$ cat config.mk
export PLATFORM = sky130hd
export DESIGN_NAME = yutorina_bus_slave_responder_flat
export DESIGN_NICKNAME = d
export VERILOG_FILES = /design/src/rtl/yutorina_bus_slave_responder_pkg.sv /design/src/rtl/yutorina_bus_slave_responder_if.sv /design/src/rtl/yutorina_bus_slave_responder_regfile.sv /design/src/rtl/yutorina_bus_slave_responder.sv /design/src/flat_wrapper.sv
export SDC_FILE = /design/constraint.sdc
export NUM_CORES = 1
export LEC_CHECK = 0
export ABC_CLOCK_PERIOD_IN_PS = 4550
export BUFFER_PORTS_ARGS = -buffer_cell sky130_fd_sc_hd__buf_2
export CORE_MARGIN = 5
export CORE_UTILIZATION = 35
export DETAILED_ROUTE_END_ITERATION = 16
export PLACE_DENSITY_LB_ADDON = 0.2
export SLEW_MARGIN = 20
export SYNTH_ARGS = -nofsm -noshare
export SYNTH_HDL_FRONTEND = slang
export SYNTH_SLANG_ARGS = --single-unit
$ cat constraint.sdc
create_clock -name clk -period 4.55 [get_ports clk]
set_input_delay 0.91 -clock clk [delete_from_list [all_inputs] [get_ports clk]]
set_output_delay 0.91 -clock clk [all_outputs]
set_load 0.01 [all_outputs]
$ cat src/rtl/yutorina_bus_slave_responder_pkg.sv
// Shared constants and types for the Yutorina bus slave responder.
package yutorina_bus_slave_responder_pkg;

    // Word address bus width of the Yutorina system bus.
    localparam int unsigned YutorinaWordAddrWidth = 30;

    // rw encodings.
    localparam logic YutorinaBusRead  = 1'b1;
    localparam logic YutorinaBusWrite = 1'b0;

    // Active-low enable/disable polarity used by chip_select_, as_ and rdy_.
    localparam logic YutorinaEnable_  = 1'b0;
    localparam logic YutorinaDisable_ = 1'b1;

    // Wait-state counter width; supports 0..15 wait states.
    localparam int unsigned YutorinaSlaveWaitCntWidth = 4;

    typedef logic [YutorinaWordAddrWidth-1:0]     yutorina_word_addr_t;
    typedef logic [YutorinaSlaveWaitCntWidth-1:0] yutorina_wait_cnt_t;

    typedef enum logic [1:0] {
        YutorinaSlaveIdle    = 2'd0,
        YutorinaSlaveWait    = 2'd1,
        YutorinaSlaveRespond = 2'd2
    } yutorina_slave_state_e;

    // Counter value loaded at accept: the count reaches zero on the last wait cycle.
    function automatic yutorina_wait_cnt_t wait_load(input int unsigned wait_cycles);
        int unsigned w;
        if (wait_cycles == 0) begin
            return '0;
        end
        w = wait_cycles - 1;
        return w[YutorinaSlaveWaitCntWidth-1:0];
    endfunction

endpackage

$ cat src/rtl/yutorina_bus_slave_responder_if.sv
// Slave-side view of the Yutorina bus: strobe, select, address, data and ready.
interface yutorina_bus_slave_responder_if #(
    parameter int unsigned DATA_WIDTH = 32
) ();
    import yutorina_bus_slave_responder_pkg::*;

    logic                  chip_select_;
    logic                  as_;
    logic                  rw;
    yutorina_word_addr_t   slave_address;
    logic [DATA_WIDTH-1:0] wr_data;
    logic [DATA_WIDTH-1:0] rd_data;
    logic                  rdy_;

    modport master (
        output chip_select_,
        output as_,
        output rw,
        output slave_address,
        output wr_data,
        input  rd_data,
        input  rdy_
    );

    modport slave (
        input  chip_select_,
        input  as_,
        input  rw,
        input  slave_address,
        input  wr_data,
        output rd_data,
        output rdy_
    );

endinterface

$ cat src/rtl/yutorina_bus_slave_responder_regfile.sv
// Local register bank for the slave responder. The all-ones index is a read-only
// count of completed accesses. Writes and the read port both act on the commit edge.
module yutorina_bus_slave_responder_regfile #(
    parameter int unsigned REG_ADDR_WIDTH = 3,
    parameter int unsigned DATA_WIDTH     = 32
) (
    input  logic                      clk,
    input  logic                      reset_,
    input  logic                      commit_i,
    input  logic                      rw_i,
    input  logic [REG_ADDR_WIDTH-1:0] index_i,
    input  logic [DATA_WIDTH-1:0]     wr_data_i,
    output logic [DATA_WIDTH-1:0]     rd_data_o
);
    import yutorina_bus_slave_responder_pkg::*;

    localparam int unsigned RegCount = 1 << REG_ADDR_WIDTH;
    localparam logic [REG_ADDR_WIDTH-1:0] CntIndex = '1;

    logic [DATA_WIDTH-1:0] regs_q [RegCount];
    logic [DATA_WIDTH-1:0] access_cnt_q;
    logic [DATA_WIDTH-1:0] rd_data_q;
    logic                  is_cnt;

    assign is_cnt = (index_i == CntIndex);

    // Register writes, access counting and the registered read port.
    // rd_data_q holds a value only in the cycle after a read commit, so it is zero
    // whenever no response is being driven.
    always_ff @(posedge clk) begin
        if (!reset_) begin
            for (int i = 0; i < int'(RegCount); i++) begin
                regs_q[i] <= '0;
            end
            access_cnt_q <= '0;
            rd_data_q    <= '0;
        end else begin
            rd_data_q <= '0;
            if (commit_i) begin
                // Counter wraps naturally; a read of it sees the pre-increment value.
                access_cnt_q <= access_cnt_q + 1'b1;
                if (rw_i == YutorinaBusRead) begin
                    rd_data_q <= is_cnt ? access_cnt_q : regs_q[index_i];
                end else if (!is_cnt) begin
                    regs_q[index_i] <= wr_data_i;
                end
            end
        end
    end

    assign rd_data_o = rd_data_q;

endmodule

$ cat src/rtl/yutorina_bus_slave_responder.sv
// Generic Yutorina bus slave endpoint: accepts a strobe, waits WAIT_CYCLES, then
// answers with a one-cycle active-low ready and (for reads) the register contents.
module yutorina_bus_slave_responder #(
    parameter int unsigned WAIT_CYCLES    = 2,
    parameter int unsigned REG_ADDR_WIDTH = 3,
    parameter int unsigned DATA_WIDTH     = 32
) (
    input  logic                            clk,
    input  logic                            reset_,
    yutorina_bus_slave_responder_if.slave   bus
);
    import yutorina_bus_slave_responder_pkg::*;

    localparam yutorina_wait_cnt_t WaitLoad = wait_load(WAIT_CYCLES);

    yutorina_slave_state_e     state_q;
    yutorina_wait_cnt_t        wait_cnt_q;
    logic                      rdy_q;
    logic [REG_ADDR_WIDTH-1:0] index_q;
    logic                      rw_q;
    logic [DATA_WIDTH-1:0]     wr_data_q;

    logic                      accept;
    logic                      commit_direct;
    logic                      commit_from_wait;
    logic                      commit;
    logic                      commit_rw;
    logic [REG_ADDR_WIDTH-1:0] commit_index;
    logic [DATA_WIDTH-1:0]     commit_wr_data;
    logic [DATA_WIDTH-1:0]     rf_rd_data;

    // Upper address bits alias onto the register index and are intentionally dropped.
    logic unused_addr;
    assign unused_addr = ^bus.slave_address[YutorinaWordAddrWidth-1:REG_ADDR_WIDTH];

    // Accept decode and selection of the access being committed this edge.
    // With zero wait states the commit happens on the accept edge itself, so the
    // live bus fields are used instead of the latched copies.
    always_comb begin
        accept           = 1'b0;
        commit_direct    = 1'b0;
        commit_from_wait = 1'b0;
        commit           = 1'b0;
        commit_rw        = rw_q;
        commit_index     = index_q;
        commit_wr_data   = wr_data_q;

        accept = (bus.chip_select_ == YutorinaEnable_) && (bus.as_ == YutorinaEnable_) &&
                 ((state_q == YutorinaSlaveIdle) || (state_q == YutorinaSlaveRespond));
        commit_direct    = accept && (WAIT_CYCLES == 0);
        commit_from_wait = (state_q == YutorinaSlaveWait) && (wait_cnt_q == '0);
        commit           = commit_direct || commit_from_wait;

        if (commit_direct) begin
            commit_rw      = bus.rw;
            commit_index   = bus.slave_address[REG_ADDR_WIDTH-1:0];
            commit_wr_data = bus.wr_data;
        end
    end

    // Access FSM with registered ready; a reset mid-access drops it without a response.
    always_ff @(posedge clk) begin
        if (!reset_) begin
            state_q    <= YutorinaSlaveIdle;
            wait_cnt_q <= '0;
            rdy_q      <= YutorinaDisable_;
            index_q    <= '0;
            rw_q       <= YutorinaBusWrite;
            wr_data_q  <= '0;
        end else begin
            rdy_q <= YutorinaDisable_;
            unique case (state_q)
                YutorinaSlaveIdle, YutorinaSlaveRespond: begin
                    if (accept) begin
                        index_q   <= bus.slave_address[REG_ADDR_WIDTH-1:0];
                        rw_q      <= bus.rw;
                        wr_data_q <= bus.wr_data;
                        if (WAIT_CYCLES == 0) begin
                            state_q <= YutorinaSlaveRespond;
                            rdy_q   <= YutorinaEnable_;
                        end else begin
                            state_q    <= YutorinaSlaveWait;
                            wait_cnt_q <= WaitLoad;
                        end
                    end else begin
                        state_q <= YutorinaSlaveIdle;
                    end
                end
                // Strobes seen here are protocol violations and are ignored.
                YutorinaSlaveWait: begin
                    if (wait_cnt_q == '0) begin
                        state_q <= YutorinaSlaveRespond;
                        rdy_q   <= YutorinaEnable_;
                    end else begin
                        wait_cnt_q <= wait_cnt_q - 1'b1;
                    end
                end
                default: begin
                    state_q <= YutorinaSlaveIdle;
                end
            endcase
        end
    end

    yutorina_bus_slave_responder_regfile #(
        .REG_ADDR_WIDTH (REG_ADDR_WIDTH),
        .DATA_WIDTH     (DATA_WIDTH)
    ) u_regfile (
        .clk        (clk),
        .reset_     (reset_),
        .commit_i   (commit),
        .rw_i       (commit_rw),
        .index_i    (commit_index),
        .wr_data_i  (commit_wr_data),
        .rd_data_o  (rf_rd_data)
    );

    // Gate read data with ready so the output can be OR-muxed with other slaves.
    assign bus.rdy_    = rdy_q;
    assign bus.rd_data = (rdy_q == YutorinaEnable_) ? rf_rd_data : '0;

endmodule

$ cat src/flat_wrapper.sv
// flat-port wrapper written by rule: the top's interface ports become plain ports
module yutorina_bus_slave_responder_flat import yutorina_bus_slave_responder_pkg::*;
#(
    parameter int unsigned WAIT_CYCLES    = 2,
    parameter int unsigned REG_ADDR_WIDTH = 3,
    parameter int unsigned DATA_WIDTH     = 32
)
  (clk, reset_, bus_chip_select_, bus_as_, bus_rw, bus_slave_address, bus_wr_data, bus_rd_data, bus_rdy_);
  yutorina_bus_slave_responder_if #(.DATA_WIDTH(DATA_WIDTH)) bus_i ();
  input  logic clk;
  input  logic reset_;
  input wire logic [$bits(bus_i.chip_select_)-1:0] bus_chip_select_;
  input wire logic [$bits(bus_i.as_)-1:0] bus_as_;
  input wire logic [$bits(bus_i.rw)-1:0] bus_rw;
  input wire logic [$bits(bus_i.slave_address)-1:0] bus_slave_address;
  input wire logic [$bits(bus_i.wr_data)-1:0] bus_wr_data;
  output wire logic [$bits(bus_i.rd_data)-1:0] bus_rd_data;
  output wire logic [$bits(bus_i.rdy_)-1:0] bus_rdy_;
  assign bus_i.chip_select_ = bus_chip_select_;
  assign bus_i.as_ = bus_as_;
  assign bus_i.rw = bus_rw;
  assign bus_i.slave_address = bus_slave_address;
  assign bus_i.wr_data = bus_wr_data;
  assign bus_rd_data = bus_i.rd_data;
  assign bus_rdy_ = bus_i.rdy_;
  yutorina_bus_slave_responder #(.WAIT_CYCLES(WAIT_CYCLES), .REG_ADDR_WIDTH(REG_ADDR_WIDTH), .DATA_WIDTH(DATA_WIDTH)) u_core (.clk(clk), .reset_(reset_), .bus(bus_i));
endmodule
# Word-level counts from Yosys, hierarchy flattened
# Memory sizes are Yosys's and may differ from the RTL's. A register that Yosys moved wholly into a read port is not among the register bits.
# Index checks and enable logic that the tools add are counted.
[word_totals] n_memories=1 ram_bits=256 regBits=107 wordCells=52 out_inout_bits=33 inputBits=67
[classes] add_sub_neg=2 mux=20 n_reduce_logical=13 bitwise_logic=2 n_eq_ne=6
[mem_list] memory="u_core.u_regfile.regs_q" words=8 word_bits=32 read_ports=1 rd_clocked_by_memory_dff=1 wr=8 line="yutorina_bus_slave_responder_regfile.sv:20" source="logic [DATA_WIDTH-1:0] regs_q [RegCount];"
[op_table] cell="32-bit 2-to-1 mux" count=3
[op_table] cell="32-bit by 1-bit adder with 32-bit output (second input constant)" count=1
[op_table] cell="32-bit OR reduction" count=1
[op_table] cell="1-bit 2-to-1 mux" count=9
[op_table] cell="3-bit 2-to-1 mux" count=3
[op_table] cell="4-bit 2-to-1 mux" count=2
[op_table] cell="4-bit one-hot mux with 2 select lines" count=1
[op_table] cell="3-bit AND reduction" count=2
[op_table] cell="4-bit logical NOT" count=1
[op_table] cell="2-bit inequality test (second input constant)" count=2
[op_table] cell="2-bit one-hot mux with 2 select lines" count=1
[op_table] cell="2-bit AND reduction" count=2
[op_table] cell="4-bit by 1-bit subtractor with 4-bit output (second input constant)" count=1
[op_table] cell="3-bit equality test (second input constant)" count=1
[op_table] cell="1-bit logical AND" count=3
[op_table] cell="2-bit by 1-bit equality test with 1-bit output (second input constant)" count=1
[op_table] cell="2-bit equality test (second input constant)" count=1
[op_table] cell="2-bit logical NOT" count=1
[op_table] cell="2-bit 2-to-1 mux" count=1
[op_table] cell="2-bit by 1-bit inequality test with 1-bit output (second input constant)" count=1
[op_table] cell="1-bit inverter" count=2
[op_table] cell="2-bit nonzero test" count=1
[op_table] cell="2-bit OR reduction" count=1
[op_table] cell="1-bit logical OR" count=1

# Longest topological paths before layout
# Gate-level depths: netlist of the first run.
[depth] ltp_word=8 ltp_mapped=9 depth_no_buf=6

# Cells and area by module
# From an unflattened synthesis of the first run, not the netlist that was laid out.
[hier_totals] cells_unflattened=1179 hier_area_um2=14358.8
[by_module_without_submodules] module="yutorina_bus_slave_responder_regfile" area_each_um2=12527.0 seq_area_each_um2=8007.7 n_inst=1 cells_per_inst=954
[by_module_without_submodules] module="yutorina_bus_slave_responder" area_each_um2=1831.8 seq_area_each_um2=860.8 n_inst=1 cells_per_inst=225

# Worst setup path before layout of the first run
# No wires, ideal clock.
[synth_path] path_type="reg-to-reg" startpoint="reg u_core.wait_cnt_q[0]" endpoint="mem u_core.u_regfile.regs_q[6][0], enable pin" setup_slack_ns=1.686 path_buffers=1 stages_incl_launch_ff=8 setup_ns=0.394 required_ns=4.156 period_less_slack_ns=2.864 t_arrival_ns=2.470 path_cell_list="dfxtp_1 > inv_1 > ha_1 > or3b_1 > buf_2 > nor4b_2 > and4b_1 > nand2b_1"
[synth_rtl] item="start: declaration" line="yutorina_bus_slave_responder.sv:17" source="yutorina_wait_cnt_t wait_cnt_q;"
[synth_rtl] item="start signal: assignment" line="yutorina_bus_slave_responder.sv:83" source="wait_cnt_q <= WaitLoad;"
[synth_rtl] item="start signal: assignment" line="yutorina_bus_slave_responder.sv:95" source="wait_cnt_q <= wait_cnt_q - 1'b1;"
[synth_rtl] item="end: declaration" line="yutorina_bus_slave_responder_regfile.sv:20"

==> results by group, run 1 <==
Finish
  – Fin util: 0.409
  – Layout cell share with drive strength beyond 1: 0.191
  – Layout Area Growth over Synthesis: 15.9%
  – Antenna fix cells: 0
  – Final Net Count: 1323

Synthesis
  – Synthesis Warnings: 0
  – Main flop type after synthesis: edfxtp_1
  – Async set-reset flop share out of synthesis: 0
  – Post-synthesis cell type count: 42
  – Synthesized area per cell: 13.4 sq um
  – Netlist Area Pre-Place: 0.0156 sq mm
  – Number of synthesized register bits: 366
  – Number of flops mapped to enable cells by yosys: 256
  – Cells after Synth: 1161
  – Seq/Total Area, Yosys: 0.636

Setup path
  – CP required: ~4800 ps
  – Worst r2r src: u_core.wait_cnt_q[0]$_SDFFE_PN0P_
  – Crit path from: u_core.wait_cnt_q[0]$_SDFFE_PN0P_
  – Crit path arrival time: 3020 ps
  – CP endpoint kind: flop
  – Setup CP Type: reg2reg
  – Crit-path max FO: 33
  – CP Launch Type: flop
  – Flop2flop setup slack: 1730 ps

Flow run
  – Max Cap Viol: 0

Global routing
  – Gr ovfl total: 0
  – Largest net degree at the start of global routing: 65
  – GR Util All Layers: 0.159
  – First-pass GRT wire length: 58.8 mm
  – Antenna violations before repair: 0
  – Vias in the first global route: 9602

Timing
  – Slew headroom: 0.373
  – Worst-margin pin slew: 941 ps
  – Final min period: roughly 2800 ps
  – RSZ-0062 raised after global routing: no
  – Final Hold Fails: 0
  – Skew final: about 20 ps
  – Final slew viol count: 0
  – Final setup viols: 0
  – Maximum clock frequency: approximately 360 MHz
  – Final period util: 0.619
  – Setup TNS Final: 0 ps

Floorplan
  – # rows: 77
  – I/O Pins: 100
  – Width of the die: 221 um
  – Die Span Y: between 200 and 250 um
  – Core area: between 0.04 and 0.05 sq mm
  – Die Area: 0.0488 sq mm
  – Initial Utilization: 0.352

Routing
  – Vias: roughly 9300
  – DRT Wirelength: 38.3 mm
  – DRC Markers: 0
  – Wirelength per Cell: 20.4 um
  – First-pass iteration count of the detailed router: 5
  – Via density: 4.96
  – ANT nets after route: 0
  – Initial DRC Count: around 720

Power
  – Total Power: 7.31 mW
  – VDD IR max: 0.000224 V
  – Leak Pwr: 6.62 nW
  – Power density cells: 405 mW/mm^2

Clock network
  – CTS tree: built
  – CTS max path bufs: 3
  – Total CTS buffers: 40
  – Reg clk slew, reported paths: ~60 ps
  – PostCTS Resize Cnt: 0
  – TritonCTS Sinks: roughly 370
  – Root Driver: clkbuf_16
  – Htree depth: 2
  – Clock Latency Late Sink: between 500 and 600 ps
  – Post-CTS Setup Bufs: 0
  – # hold bufs at CTS: 0

Place
  – GPL Wtd Cong: between 0.7 and 0.8
  – Buffers on Ports: 72
  – Final HPWL from detailed placement: about 23 mm

Outcome
  – Outcome: finished clean

Worst hold path
  – Hold WC Path Type: reg2reg
  – Hold_sp: u_core.wait_cnt_q[1]$_SDFFE_PN0P_
==> per-layer routing <==
| metal | up-vias | GRT usage | share of wire |
|---|---|---|---|
| met4 | 0 | 0.0389 | 0.017 |
| met5 | - | 0 | 0 |
| met2 | 179 | 0.258 | 0.48 |
| met3 | 44 | 0.0268 | 0.049 |
| li1 | 4442 | - | - |
| met1 | 4641 | 0.225 | 0.46 |
==> worst max-delay path, cell delays in order, from the launching register on <==
cell	delay, ps
dfxtp_1	340
inv_1	60
ha_1	170
or3b_1	520
nor4b_4	320
buf_4	420
nand2_1	90
nand2_1	240
buf_12	280
==> area by class of cell <==
| cell class | count | area [sq um] |
|---|---|---|
| clock buffer | 55 | 1110 |
| clock inverter | 19 | 183 |
| fill | 4184 | 26100 |
| inverter | 7 | 27.5 |
| multi-input combinational | 736 | 5460 |
| sequential | 366 | 9900 |
| tap | 592 | 741 |
| timing repair buffer | 103 | 618 |
==> flip-flops by register name (all words and copies together), names as in the netlist, 2 cells and up, named ones only <==
register,flops
u_core.u_regfile.regs_q,256
u_core.commit_index,3
u_core.state_q,2
u_core.wait_cnt_q,4
u_core.commit_wr_data,32
u_core.u_regfile.access_cnt_q,32
u_core.u_regfile.rd_data_o,32
==> cell usage after synthesis (5+ instances only) <==
master / count / area share
or3_1: 7 / 0.0028
buf_2: 7 / 0.0023
and2_1: 162 / 0.065
xor2_1: 8 / 0.0045
mux4_2: 64 / 0.093
nand3_1: 15 / 0.0048
and4_1: 5 / 0.0028
nand4_1: 9 / 0.0036
a211oi_1: 32 / 0.015
or4_1: 16 / 0.0077
o31ai_1: 15 / 0.0072
nand2_1: 94 / 0.023
and3_1: 70 / 0.028
a21oi_1: 61 / 0.020
edfxtp_1: 256 / 0.49
o21ai_0: 6 / 0.0019
clkbuf_1: 72 / 0.017
inv_1: 6 / 0.0014
nor2b_1: 33 / 0.013
nand2b_1: 7 / 0.0028
nor2_1: 43 / 0.010
dfxtp_1: 110 / 0.14
mux2i_1: 34 / 0.022
==> where the power goes <==
group	total, mW	internal, mW	switching (mW)	leakage [nW]
Combinational	0.362	0.135	0.226	2.47
Sequential	3.75	3.67	0.0758	3.52
Clock	3.20	1.88	1.31	0.633
==> path summary, 6_finish.rpt <==
kind | to | depth (start not counted)
worst max-delay path | u_core.u_regfile.regs_q[4][10]$_SDFFCE_PN0P_ | 8
worst min-delay path | u_core.wait_cnt_q[1]$_SDFFE_PN0P_ | 2
worst max register to register | u_core.u_regfile.regs_q[4][10]$_SDFFCE_PN0P_ | 8
worst min register to register | u_core.wait_cnt_q[1]$_SDFFE_PN0P_ | 2
==> layout by cell type (no fill, tap or decap), types with 34 or more instances in the layout <==
cell type / instances
edfxtp_1: 256
and2_1: 162
dfxtp_1: 107
nand2_1: 94
buf_2: 72
and3_1: 70
mux4_2: 64
a21oi_1: 61
nor2_1: 43
clkbuf_16: 41
mux2i_1: 34
==> kinds of logic after synthesis <==
kind of cell             after synthesis  share of synthesized area
buffers and inverters                 90                     0.0232
other                                  1                   0.000241
AND/OR/NAND/NOR                      479                      0.174
flip-flops                           366                      0.636
XOR/XNOR                              10                    0.00563
multiplexers                          98                      0.115
AO/OA/AOI/OAI                        115                     0.0447
adder cells (fa/ha/maj)                2                    0.00161
==> through the flow <==
stage	cells	hold slack (ps)	area, sq um	worst slack, ps
2_1_floorplan	1192	452	15700	1690
3_3_place_gp	1804	464	16700	1380
3_5_place_dp	1804	471	16700	1360
4_1_cts	1878	486	18000	1680
5_1_grt	1878	506	18000	1530
6_report	1878	487	18000	1730
Note: power is estimated with default switching activity, not from simulation.
==> run 2, diff against run 1 <==
--- a/config.mk
+++ b/config.mk
@@ -5,7 +5,7 @@
 export SDC_FILE = /design/constraint.sdc
 export NUM_CORES = 1
 export LEC_CHECK = 0
-export ABC_CLOCK_PERIOD_IN_PS = 4550
+export ABC_CLOCK_PERIOD_IN_PS = 2350
 export BUFFER_PORTS_ARGS = -buffer_cell sky130_fd_sc_hd__buf_2
 export CORE_MARGIN = 5
 export CORE_UTILIZATION = 35
==> constraint.sdc (replaced) <==
create_clock -name clk -period 2.35 [get_ports clk]
set_input_delay 0.47 -clock clk [delete_from_list [all_inputs] [get_ports clk]]
set_output_delay 0.47 -clock clk [all_outputs]
set_load 0.01 [all_outputs]
==> results by group, run 2 (same netlist as run 1, synthesis figures left out) <==
Timing
  – Final slew viol count: 0 (unchanged)
  – Skew final: 16.1 ps (-3.46 ps)
  – Final setup viols: 0 (unchanged)
  – Maximum clock frequency: 434 MHz (+22%)
  – Final Hold Fails: 0 (unchanged)
  – Worst-margin pin slew: 602 ps (-339 ps)
  – Final min period: 2310 ps (-510 ps)
  – Final period util: 0.981 (+0.363)
  – Slew headroom: 0.588 (+0.215)
  – Setup TNS Final: 0 ps (unchanged)
  – WHS: 160 ps (-327 ps)

Place
  – Buffers on Ports: 72 (unchanged)
  – GPL Wtd Cong: 0.773 (+0.97%)
  – Placed insts: 1844 (+2.2%)
  – Post-DP Area: 0.0173 sq mm (+3.6%)
  – Final HPWL from detailed placement: 24.7 mm (+9.1%)

Clock network
  – Reg clk slew, reported paths: 60 ps (about the same)
  – TritonCTS Sinks: 366 (unchanged)
  – CTS max path bufs: 3 (unchanged)
  – Clock Latency Late Sink: 550 ps (about the same)
  – # hold bufs at CTS: 0 (unchanged)
  – Root Driver: clkbuf_16
  – PostCTS Resize Cnt: 0 (unchanged)
  – Post-CTS Setup Bufs: 0 (unchanged)
  – Total CTS buffers: 41 (+2.5%)
  – CTS tree: built
  – Htree depth: 2 (unchanged)

Floorplan
  – Die Span Y: 221 um (unchanged)
  – Width of the die: 221 um (unchanged)
  – Initial Utilization: 0.352 (unchanged)
  – Die Area: 0.0488 sq mm (unchanged)
  – # rows: 77 (unchanged)
  – I/O Pins: 100 (unchanged)
  – Core area: 0.0441 sq mm (unchanged)

Power
  – VDD IR max: 0.000428 V (+91%)
  – Total Power: 14.2 mW (+95%)
  – Leak Pwr: 6.93 nW (+4.7%)
  – Power density cells: 761 mW/mm^2 (+88%)

Setup path
  – Flop2flop setup slack: 40 ps (-1690 ps)
  – Worst path buffer plus inverter count: 2 (-1)
  – CP Launch Type: flop
  – CP required: 2600 ps (-2160 ps)
  – CP endpoint kind: flop
  – Worst R2R End: u_core.u_regfile.regs_q[6][12]$_SDFFCE_PN0P_
  – Setup CP Type: reg2reg
  – Crit path arrival time: 2560 ps (-460 ps)
  – Worst-path cell chain: inv_2 > ha_4 > or3b_4 > nor4b_4 > and4b_2 > nand2b_4 > clkbuf_16
  – Crit path largest cell delay: 410 ps (-110 ps)
  – Reg2Reg Depth: 7 (-1)
  – Worst r2r src: u_core.wait_cnt_q[1]$_SDFFE_PN0P_
  – Crit-path max FO: 6 (-82%)
  – Slowest cell on the critical path: or3b_4
  – Top Family by Delay on Critical Path: simple AND/OR/NAND/NOR gates

Finish
  – Number of flip-flops in the largest register: 256 (unchanged)
  – Antenna fix cells: 0 (unchanged)
  – Fin area: 0.0187 sq mm (+3.6%)
  – Fillers: 4132 (-1.2%)
  – Commonest non-fill, non-tap cell in the layout: edfxtp_1
  – Final Net Count: 1365 (+3.2%)
  – Layout Area Growth over Synthesis: 20.1%
  – Layout cell share with drive strength beyond 1: 0.219 (+0.0284)
  – Most frequent cells in the layout: edfxtp_1 (256), and2_1 (162), dfxtp_1 (106)
  – Top reg by flops: u_core.u_regfile.regs_q
  – Post-route insts no fill: 1921 (+2.3%)

Global routing
  – GR Util All Layers: 0.162 (+0.00280)
  – Largest net degree at the start of global routing: 102 (+57%)
  – Vias in the first global route: 9685 (+0.86%)
  – Gr ovfl total: 0 (unchanged)
  – Antenna violations before repair: 0 (unchanged)
  – First-pass GRT wire length: 59.3 mm (+0.82%)

Worst hold path
  – Hold_sp: bus_wr_data[0]
  – Hold path endpoint: u_core.commit_wr_data[0]$_SDFFE_PN0P_
  – Hold WC Path Type: in2reg
  – Worst hold path depth: 3 (+1)

Routing
  – Initial DRC Count: 639 (-11%)
  – DRT Wirelength: 39.1 mm (+2.0%)
  – Wirelength per Cell: 20.4 um (-0.32%)
  – Vias: 9486 (+1.9%)
  – Via density: 4.94 (-0.35%)
  – DRC Markers: 0 (unchanged)
  – ANT nets after route: 0 (unchanged)
  – First-pass iteration count of the detailed router: 5 (unchanged)

Flow run
  – Max Cap Viol: 0 (unchanged)

Outcome
  – Outcome: finished clean
[run 2: worst max path at each step]
| stage | startpoint | end | slack, ps | cells past startpoint |
|---|---|---|---|---|
| after detailed placement | u_core.wait_cnt_q[1]$_SDFFE_PN0P_ | u_core.u_regfile.regs_q[6][9]$_SDFFCE_PN0P_ | 90 | 7 |
| after global placement | u_core.wait_cnt_q[1]$_SDFFE_PN0P_ | u_core.u_regfile.regs_q[6][9]$_SDFFCE_PN0P_ | 80 | 7 |
| after CTS | u_core.wait_cnt_q[1]$_SDFFE_PN0P_ | u_core.u_regfile.regs_q[6][12]$_SDFFCE_PN0P_ | 70 | 7 |
| final | u_core.wait_cnt_q[1]$_SDFFE_PN0P_ | u_core.u_regfile.regs_q[6][12]$_SDFFCE_PN0P_ | 40 | 7 |
| after floorplan | u_core.wait_cnt_q[0]$_SDFFE_PN0P_ | u_core.u_regfile.regs_q[5][0]$_SDFFCE_PN0P_ | 10 | 7 |
| after global routing | u_core.wait_cnt_q[1]$_SDFFE_PN0P_ | u_core.u_regfile.regs_q[6][12]$_SDFFCE_PN0P_ | -8 | 7 |
[run 2: worst min-delay path, delay by kind of cell]
family / cells / cell delay, ps
buffers and inverters: 1 / 100
AOI/OAI and AO/OA: 1 / 50
and+or+nand+nor: 1 / 40
[run 2: per-stage QoR]
step | worst slack [ps] | util
detailed placement | 86.8 | 0.393
floorplan | 11.0 | -
global route | -8.25 | 0.423
finish | 43.5 | 0.423
global placement | 76.4 | 0.393
CTS | 68.0 | 0.422
[run 2: final cells by class]
class	count	area, sq um	share of cell area
multi-input combinational	736	5510	0.295
inverter	7	28.8	0.00154
sequential	366	9900	0.530
tap	592	741	0.0397
clock inverter	19	144	0.00771
timing repair buffer	144	1220	0.0653
clock buffer	57	1140	0.0610
[run 2: metal layers]
metal	up-vias	GRT usage	routed length (um)	share of wire
met4	0	0.0426	696	0.018
met5	-	0	0	0
met2	206	0.265	18700	0.48
met3	49	0.0337	2320	0.059
li1	4524	-	-	-
met1	4707	0.222	17400	0.44
[run 2: where the power goes]
group          internal, mW  switching [mW]
Combinational         0.364           0.503
Clock                  3.61            2.52
Sequential             7.11           0.115
